===== src/rtl/uart_pkg.sv =====
// Shared UART types, data-bits encoding and frame helpers.
package uart_pkg;

  typedef enum logic [2:0] {
    ST_IDLE,
    ST_START,
    ST_DATA,
    ST_PARITY,
    ST_STOP
  } uart_state_t;

  // data_bits field: 0..3 selects 5..8 data bits
  typedef enum logic [1:0] {
    DB_5 = 2'd0,
    DB_6 = 2'd1,
    DB_7 = 2'd2,
    DB_8 = 2'd3
  } data_bits_t;

  localparam int unsigned DEFAULT_OVERSAMPLE = 16;

  // Index of the last data bit in a frame (4..7)
  function automatic logic [2:0] last_bit_idx(input logic [1:0] db);
    return 3'd4 + {1'b0, db};
  endfunction

  // Mask selecting the data bits actually carried by a frame
  function automatic logic [7:0] data_mask(input logic [1:0] db);
    return 8'hFF >> (2'd3 - db);
  endfunction

  // Parity over the carried data bits; odd parity inverts the XOR
  function automatic logic parity_bit(input logic [7:0] d, input logic [1:0] db,
                                      input logic odd);
    return (^(d & data_mask(db))) ^ odd;
  endfunction

endpackage


===== src/rtl/uart_rx_fifo.sv =====
// Receive FIFO: power-of-2 depth, occupancy 0..DEPTH, push accepted when full
// only if a pop happens in the same cycle.
module uart_rx_fifo #(
  parameter int unsigned DEPTH = 8,
  parameter int unsigned WIDTH = 8
) (
  input  logic             clk,
  input  logic             rst_n,
  input  logic             push,
  input  logic [WIDTH-1:0] wdata,
  input  logic             pop,
  output logic [WIDTH-1:0] rdata,
  output logic             full,
  output logic             empty
);

  localparam int unsigned AW = $clog2(DEPTH);
  localparam logic [AW-1:0] PTR_ONE  = AW'(1);
  localparam logic [AW:0]   CNT_ONE  = (AW+1)'(1);
  localparam logic [AW:0]   CNT_FULL = (AW+1)'(DEPTH);

  logic [WIDTH-1:0] mem [DEPTH];
  logic [AW-1:0]    wr_ptr;
  logic [AW-1:0]    rd_ptr;
  logic [AW:0]      count;
  logic             do_push;
  logic             do_pop;

  assign full    = (count == CNT_FULL);
  assign empty   = (count == '0);
  assign do_pop  = pop && !empty;
  assign do_push = push && (!full || do_pop);
  assign rdata   = empty ? '0 : mem[rd_ptr];

  // Storage write, no reset needed on the array
  always_ff @(posedge clk) begin
    if (do_push) mem[wr_ptr] <= wdata;
  end

  // Pointers wrap naturally at DEPTH; occupancy tracks push/pop
  always_ff @(posedge clk or negedge rst_n) begin
    if (!rst_n) begin
      wr_ptr <= '0;
      rd_ptr <= '0;
      count  <= '0;
    end else begin
      if (do_push) wr_ptr <= wr_ptr + PTR_ONE;
      if (do_pop)  rd_ptr <= rd_ptr + PTR_ONE;
      case ({do_push, do_pop})
        2'b10:   count <= count + CNT_ONE;
        2'b01:   count <= count - CNT_ONE;
        default: count <= count;
      endcase
    end
  end

endmodule


===== src/rtl/uart_core.sv =====
// UART core: shared baud tick, TX FSM, oversampling RX FSM, RX FIFO.
module uart_core
  import uart_pkg::*;
#(
  parameter int unsigned FIFO_DEPTH = 8,
  parameter int unsigned OVERSAMPLE = DEFAULT_OVERSAMPLE
) (
  input  logic        clk,
  input  logic        rst_n,
  input  logic [15:0] div_i,
  input  logic [1:0]  data_bits_i,
  input  logic        parity_en_i,
  input  logic        parity_odd_i,
  input  logic        stop2_i,
  input  logic [7:0]  tx_data_i,
  input  logic        tx_valid_i,
  output logic        tx_ready_o,
  output logic        tx_o,
  input  logic        rx_i,
  output logic [7:0]  rx_data_o,
  output logic        rx_valid_o,
  input  logic        rx_ready_i,
  output logic        parity_err_o,
  output logic        frame_err_o,
  output logic        overrun_o
);

  localparam int unsigned OSW = $clog2(OVERSAMPLE);
  localparam logic [OSW-1:0] OS_LAST = OSW'(OVERSAMPLE - 1);
  localparam logic [OSW-1:0] OS_MID  = OSW'(OVERSAMPLE / 2 - 1);
  localparam logic [OSW-1:0] OS_ONE  = OSW'(1);

  logic [15:0] tick_cnt;
  logic        tick;

  assign tick = (tick_cnt >= div_i);

  // Free-running baud tick counter shared by TX and RX
  always_ff @(posedge clk or negedge rst_n) begin
    if (!rst_n) tick_cnt <= '0;
    else if (tick) tick_cnt <= '0;
    else tick_cnt <= tick_cnt + 16'd1;
  end

  // ---------------- TX ----------------
  uart_state_t    tx_state;
  logic [OSW-1:0] tx_os;
  logic [2:0]     tx_idx;
  logic [7:0]     tx_shift;
  data_bits_t     tx_db;
  logic           tx_par_en;
  logic           tx_par_bit;
  logic           tx_stop2;
  logic           tx_bit_end;

  assign tx_ready_o = (tx_state == ST_IDLE);
  assign tx_bit_end = tick && (tx_os == OS_LAST);

  // TX frame sequencer; tx_o is registered and idles high
  always_ff @(posedge clk or negedge rst_n) begin
    if (!rst_n) begin
      tx_state   <= ST_IDLE;
      tx_o       <= 1'b1;
      tx_os      <= '0;
      tx_idx     <= '0;
      tx_shift   <= '0;
      tx_db      <= DB_5;
      tx_par_en  <= 1'b0;
      tx_par_bit <= 1'b0;
      tx_stop2   <= 1'b0;
    end else begin
      if (tx_state != ST_IDLE && tick) tx_os <= tx_bit_end ? '0 : tx_os + OS_ONE;
      case (tx_state)
        ST_IDLE: begin
          tx_o <= 1'b1;
          if (tx_valid_i) begin
            tx_state   <= ST_START;
            tx_o       <= 1'b0;
            tx_os      <= '0;
            tx_idx     <= '0;
            tx_shift   <= tx_data_i;
            tx_db      <= data_bits_t'(data_bits_i);
            tx_par_en  <= parity_en_i;
            tx_par_bit <= parity_bit(tx_data_i, data_bits_i, parity_odd_i);
            tx_stop2   <= stop2_i;
          end
        end
        ST_START: if (tx_bit_end) begin
          tx_state <= ST_DATA;
          tx_o     <= tx_shift[0];
        end
        ST_DATA: if (tx_bit_end) begin
          if (tx_idx == last_bit_idx(tx_db)) begin
            tx_idx <= '0;
            if (tx_par_en) begin
              tx_state <= ST_PARITY;
              tx_o     <= tx_par_bit;
            end else begin
              tx_state <= ST_STOP;
              tx_o     <= 1'b1;
            end
          end else begin
            tx_idx   <= tx_idx + 3'd1;
            tx_shift <= tx_shift >> 1;
            tx_o     <= tx_shift[1];
          end
        end
        ST_PARITY: if (tx_bit_end) begin
          tx_state <= ST_STOP;
          tx_o     <= 1'b1;
        end
        ST_STOP: if (tx_bit_end) begin
          // tx_idx counts stop bits already sent
          if (tx_stop2 && tx_idx == 3'd0) tx_idx <= 3'd1;
          else tx_state <= ST_IDLE;
        end
        default: tx_state <= ST_IDLE;
      endcase
    end
  end

  // ---------------- RX ----------------
  logic [1:0]     rx_sync;
  logic           rx_s;
  logic           rx_prev;
  uart_state_t    rx_state;
  logic [OSW-1:0] rx_os;
  logic [2:0]     rx_idx;
  logic [7:0]     rx_shift;
  data_bits_t     rx_db;
  logic           rx_par_en;
  logic           rx_par_odd;
  logic           rx_par_got;
  logic           rx_wait_hi;
  logic           rx_mid;
  logic           rx_end;
  logic           stop_sample;
  logic           rx_push;
  logic           rx_pop;
  logic           fifo_full;
  logic           fifo_empty;

  assign rx_s        = rx_sync[1];
  assign rx_mid      = tick && (rx_os == OS_MID);
  assign rx_end      = tick && (rx_os == OS_LAST);
  assign stop_sample = (rx_state == ST_STOP) && !rx_wait_hi && rx_mid;
  assign rx_push     = stop_sample && rx_s;
  assign rx_pop      = rx_valid_o && rx_ready_i;
  assign rx_valid_o  = !fifo_empty;

  assign frame_err_o  = stop_sample && !rx_s;
  assign parity_err_o = rx_push && rx_par_en &&
                        (rx_par_got != parity_bit(rx_shift, rx_db, rx_par_odd));
  assign overrun_o    = rx_push && fifo_full && !rx_pop;

  // Two-flop synchroniser plus previous-value flop for edge detection
  always_ff @(posedge clk or negedge rst_n) begin
    if (!rst_n) begin
      rx_sync <= '1;
      rx_prev <= 1'b1;
    end else begin
      rx_sync <= {rx_sync[0], rx_i};
      rx_prev <= rx_s;
    end
  end

  // RX frame sequencer sampling mid-bit
  always_ff @(posedge clk or negedge rst_n) begin
    if (!rst_n) begin
      rx_state   <= ST_IDLE;
      rx_os      <= '0;
      rx_idx     <= '0;
      rx_shift   <= '0;
      rx_db      <= DB_5;
      rx_par_en  <= 1'b0;
      rx_par_odd <= 1'b0;
      rx_par_got <= 1'b0;
      rx_wait_hi <= 1'b0;
    end else begin
      if (rx_state != ST_IDLE && tick) rx_os <= rx_end ? '0 : rx_os + OS_ONE;
      case (rx_state)
        ST_IDLE: if (rx_prev && !rx_s) begin
          rx_state   <= ST_START;
          rx_os      <= '0;
          rx_idx     <= '0;
          rx_shift   <= '0;
          rx_db      <= data_bits_t'(data_bits_i);
          rx_par_en  <= parity_en_i;
          rx_par_odd <= parity_odd_i;
          rx_wait_hi <= 1'b0;
        end
        ST_START: begin
          if (rx_mid && rx_s) rx_state <= ST_IDLE;
          else if (rx_end) rx_state <= ST_DATA;
        end
        ST_DATA: begin
          if (rx_mid) rx_shift[rx_idx] <= rx_s;
          if (rx_end) begin
            if (rx_idx == last_bit_idx(rx_db)) rx_state <= rx_par_en ? ST_PARITY : ST_STOP;
            else rx_idx <= rx_idx + 3'd1;
          end
        end
        ST_PARITY: begin
          if (rx_mid) rx_par_got <= rx_s;
          if (rx_end) rx_state <= ST_STOP;
        end
        ST_STOP: begin
          // A low stop bit parks here until the line returns high
          if (rx_wait_hi) begin
            if (rx_s) begin
              rx_state   <= ST_IDLE;
              rx_wait_hi <= 1'b0;
            end
          end else if (rx_mid) begin
            if (rx_s) rx_state <= ST_IDLE;
            else rx_wait_hi <= 1'b1;
          end
        end
        default: rx_state <= ST_IDLE;
      endcase
    end
  end

  uart_rx_fifo #(
    .DEPTH(FIFO_DEPTH),
    .WIDTH(8)
  ) u_rx_fifo (
    .clk   (clk),
    .rst_n (rst_n),
    .push  (rx_push),
    .wdata (rx_shift),
    .pop   (rx_pop),
    .rdata (rx_data_o),
    .full  (fifo_full),
    .empty (fifo_empty)
  );

endmodule


===== config.mk =====
export PLATFORM = sky130hd
export DESIGN_NAME = uart_core
export DESIGN_NICKNAME = d
export VERILOG_FILES = /design/src/rtl/uart_pkg.sv /design/src/rtl/uart_rx_fifo.sv /design/src/rtl/uart_core.sv
export SDC_FILE = /design/constraint.sdc
export NUM_CORES = 1
export LEC_CHECK = 0
export BUFFER_PORTS_ARGS = -buffer_cell sky130_fd_sc_hd__buf_2
export CAP_MARGIN = 15
export CORE_MARGIN = 4
export CORE_UTILIZATION = 55
export CTS_CLUSTER_SIZE = 14
export DETAILED_ROUTE_END_ITERATION = 16
export HOLD_SLACK_MARGIN = 0.05
export MAX_ROUTING_LAYER = met4
export PLACE_DENSITY = 0.74
export SLEW_MARGIN = 20
export SYNTH_ARGS = -nofsm -noshare
export SYNTH_HDL_FRONTEND = slang
export SYNTH_SLANG_ARGS = --single-unit
export TNS_END_PERCENT = 50

===== constraint.sdc =====
create_clock -name clk -period 4.05 [get_ports clk]
set_input_delay 1.0125 -clock clk [delete_from_list [all_inputs] [get_ports clk]]
set_output_delay 1.0125 -clock clk [all_outputs]
set_load 0.02 [all_outputs]

==> results <==
- The diode insertion count for antenna repair is 0.
- In this run, the number of DRC markers left after iteration 0 of detailed routing was between 300 and 400.
- The via count of the first global-routing pass was 4,859.
- The final route contains around 5,000 vias.
- The most used routing layer in global routing is met2.
- The biggest area contributor in the post-synthesis netlist is edfxtp_1.
- In the post-synthesis netlist, the biggest area contributors are edfxtp_1 27%, dfrtp_1 25%, mux4_2 5.0%.
- The number of enable flip-flop cells after synthesis is between 60 and 70.
- The first-pass detailed-route iteration total is 5.
- The worst hold path belongs to the class reg -> reg.
- The clock sink count is between 100 and 150.
- The total overflow left after global routing is 0.
- The worst register-to-register path has a setup slack of between 0.9 and 1 ns.
- The die is between 100 and 150 µm wide.
- The classification of the worst setup path is in -> out.
- Clock-pin slew was measured on the worst setup and hold paths at roughly 0.060 ns.
- Using the TritonRoute via totals, the vias-per-cell ratio works out to between 5 and 6.
- The headroom to the max-slew limit is 34.6%.
- The cell area after synthesis is between 7000 and 8000 µm².
- CTS built an H-tree with a depth of 4.
- The global-route met2 utilization is approximately 34%.
- The final max-slew violation count is 0.
- dfrtp_1 is the most common cell in the netlist.
- Derived from the worst setup path, the maximum achievable clock frequency is 0.255 GHz.
- The max-cap violation count is 0.
- After synthesis, the share of flip-flops with an asynchronous set or reset is a little over half.
- The root buffer cell chosen for the clock tree is clkbuf_16.
- Global routing consumed, over all layers together, about a fifth of the routing resources.
- For the finished layout, the period the worst path requires is between 3 and 4 ns.
- The critical path's most frequent cell is buf_2.
- The clock passes through at most 2 buffers.
- Counting flops and latches in the post-synthesis netlist gives between 100 and 150.
- The average instance area after synthesis is 11.9 µm².
- The die area is ~15,000 µm².
- The clock arrives with between 0.006 and 0.007 ns of skew.
- The design draws 4.74 mW.
- The area growth from synthesis to layout is 15.6%.
- The count of placed standard cells including taps is 814.
- The met1 track utilization from global routing is between 20% and 30%.
- After clock tree synthesis, the flow added hold-fix buffers numbering 0.
- The largest net degree at the start of global routing is between 70 and 80.
- The biggest cell delay along the critical path is 0.57 ns.
- TritonCTS built the clock tree.
- The initial utilization of the core area, before any placement, comes to between 50% and 60%.
- Traced cell by cell, the critical path runs through buf_2, ha_1, nand2b_1, a2111oi_2, o32a_1, a21oi_1, and3_1, buf_2.
- The later pin in the worst-skew pair is clocked with a latency of about 0.42 ns.
- The core footprint is approximately 13,000 µm².
- The data required time at the worst endpoint is ~3 ns.
- The number of nets in the layout is slightly above 700.
- The worst setup path is launched from a primary input.
- The total of buffers placed on input and output ports is 47.
- Dividing the detail-routed wire length by the instance count gives approximately 17 µm.
- Setup repair after global routing left no endpoint under its margin.
- The antenna violation net count after detailed routing is 0.
- The count of standard-cell rows is 41.
- The worst setup path is captured at an output pin.
- During synthesis, Yosys emitted a total of 0 warnings.
- Of all nets on the critical path, the largest fanout is 5.
- The number of failing setup endpoints in the final timing report is 0.
- The HPWL after detailed placement is between 9 and 10 mm.
- At the end of routability-driven placement, the weighted congestion stood at about 0.86.
- After detailed routing, the total wire length is roughly 14 mm.
- The static leakage is between 3 and 4 nW.
- For this run, the number of standard cells in the final layout without fillers is about 850.
- In the synthesized netlist the dominant register cell turns out to be dfrtp_1.
- In this run, CTS created clock tree buffers numbering 17.
- The areal power density over the cells is 572 nW/µm².
- The cell count after synthesis is 602.
- The highest-delay cell along the critical path is a2111oi_2.
- IR analysis of the VDD net gives a maximum drop of around 0.25 mV.
- The flow ran to the end, and the final reports show no timing, DRC or antenna violations.
- The count of final hold-check violations was 0.
- The initial antenna violation count is 0.
- At the pin with the least slew margin, the transition time is a little under 1 ns.
- The final routed DRC violation total is 0.
- The share of synthesized area occupied by flip-flops and latches is a little over half.
- Counting distinct cell types in the post-synthesis netlist gives approximately 70.
- Global routing used ~4.4% of the available met3 tracks.
- The net count of the mapped netlist is approximately 660.
- The commonest cells after synthesis are 73 x dfrtp_1, 64 x edfxtp_1, 52 x nand2_1.
- Summed over its instances, the top area cell type makes up ~27% of the synthesized netlist area.
- The die is about 120 µm tall.
- The first global-routing pass estimated 23.5 mm of wire.
- The data arrival time at the worst-slack endpoint is between 2 and 3 ns.
- The final worst-path cycle share is between 90% and 100%.
- The share of final-layout standard cells stronger than drive strength 1 is 20.6%.
- In this run the count of I/O pins placed on the die edge is 48.
-- registers in the layout (all words and copies together) (netlist names), 2 cells and up --
register / count
tx_idx: 3
rx_sync: 2
rx_idx: 3
rx_db: 2
tx_db: 2
u_rx_fifo.rd_ptr: 3
u_rx_fifo.mem: 64
rx_shift: 8
rx_state: 3
tx_os: 4
tx_state: 3
u_rx_fifo.count: 4
u_rx_fifo.wr_ptr: 3
tick_cnt: 16
tx_shift: 8
rx_os: 4
-- stage by stage --
stage | setup WS [ns] | util (%) | area [µm²] | hold WS [ns] | TNS, ns
floorplan | 0.228 | - | 7170 | 0.345 | 0
global placement | 0.0350 | 60.4 | 7650 | 0.349 | 0
detailed placement | -0.00319 | 60.4 | 7650 | 0.349 | -0.00319
CTS | 0.0554 | 65.3 | 8270 | 0.355 | 0
global route | 0.0144 | 65.4 | 8290 | 0.362 | 0
finish | 0.135 | 65.4 | 8290 | 0.354 | 0
-- kinds of logic (layout without fill, tap and decap cells) --
group,count (synthesis),after routing,share of synthesized area (%)
and+or+nand+nor,201,201,14.4
DFF,141,141,53.8
AOI/OAI and AO/OA,93,93,9.63
muxes,50,50,9.98
buffers and inverters,50,123,2.74
xor gates and xnor gates,42,42,5.13
adders and majority gates,25,25,4.36
-- cells in the final DEF, fill, tap and decap left out, types with 4 or more instances in the layout --
master | synthesis | final
a21oi_1 | 17 | 17
a22o_1 | 4 | 4
a31oi_1 | 11 | 11
and3_1 | 12 | 12
buf_2 | 4 | 46
buf_4 | 1 | 20
clkbuf_16 | 0 | 17
dfrtp_1 | 73 | 73
dfstp_2 | 4 | 4
edfxtp_1 | 64 | 64
ha_1 | 25 | 25
inv_1 | 25 | 25
inv_6 | 0 | 5
mux2_1 | 4 | 4
mux2_2 | 8 | 8
mux2i_1 | 22 | 22
mux4_2 | 16 | 16
nand2_1 | 52 | 52
nand2b_1 | 5 | 5
nand3_1 | 19 | 19
nand4_1 | 11 | 11
nor2_1 | 46 | 46
nor2b_1 | 17 | 17
nor3_1 | 9 | 8
o21ai_0 | 12 | 12
o2bb2ai_1 | 7 | 7
xnor2_1 | 28 | 28
xor2_1 | 14 | 14
-- critical path: cells and delay by family --
family / cells / cell delay, ns
AO/OA/AOI/OAI: 3 / 1.03
adder cells (fa/ha/maj): 1 / 0.27
buffers and inverters: 2 / 0.26
AND/OR/NAND/NOR: 2 / 0.33
-- power by group --
part / switching (mW) / internal, mW
Sequential: 0.272 / 1.67
Clock: 0.612 / 0.978
Combinational: 0.624 / 0.585
Total: 1.51 / 3.24
-- area by class of cell --
type	instances	area (µm²)
Fill cell	950	4380
Sequential cell	141	3850
Multi-Input combinational cell	411	3140
Clock buffer	17	425
Timing Repair Buffer	66	380
Tap cell	172	215
Clock inverter	14	183
Inverter	26	97.6
-- per-layer routing --
metal / vias up / wire, µm
met5: - / 0
met4: 0 / 371
met3: 33 / 674
met2: 142 / 7230
met1: 2415 / 6180
li1: 2337 / -
-- repair_timing --
action                                 CTS  global route
setup endpoints to repair                1             2
pin swaps                                0             1
gates resized for setup                  1             1
endpoints found under the hold margin    0             0
buffers inserted                         0             2
-- worst paths after layout --
kind | cells after the start | from | to
worst max-delay path | 8 | div_i[0] | parity_err_o
min in group asynchronous | 1 | rst_n | tx_os[1]
worst min-delay path | 0 | rx_sync[0] | rx_sync[1]
worst max register to register | 11 | tick_cnt[13] | u_rx_fifo.count[2]
worst min register to register | 0 | rx_sync[0] | rx_sync[1]
max in group asynchronous | 1 | rst_n | u_rx_fifo.rd_ptr[2]
(Power assumes the default switching activity.)
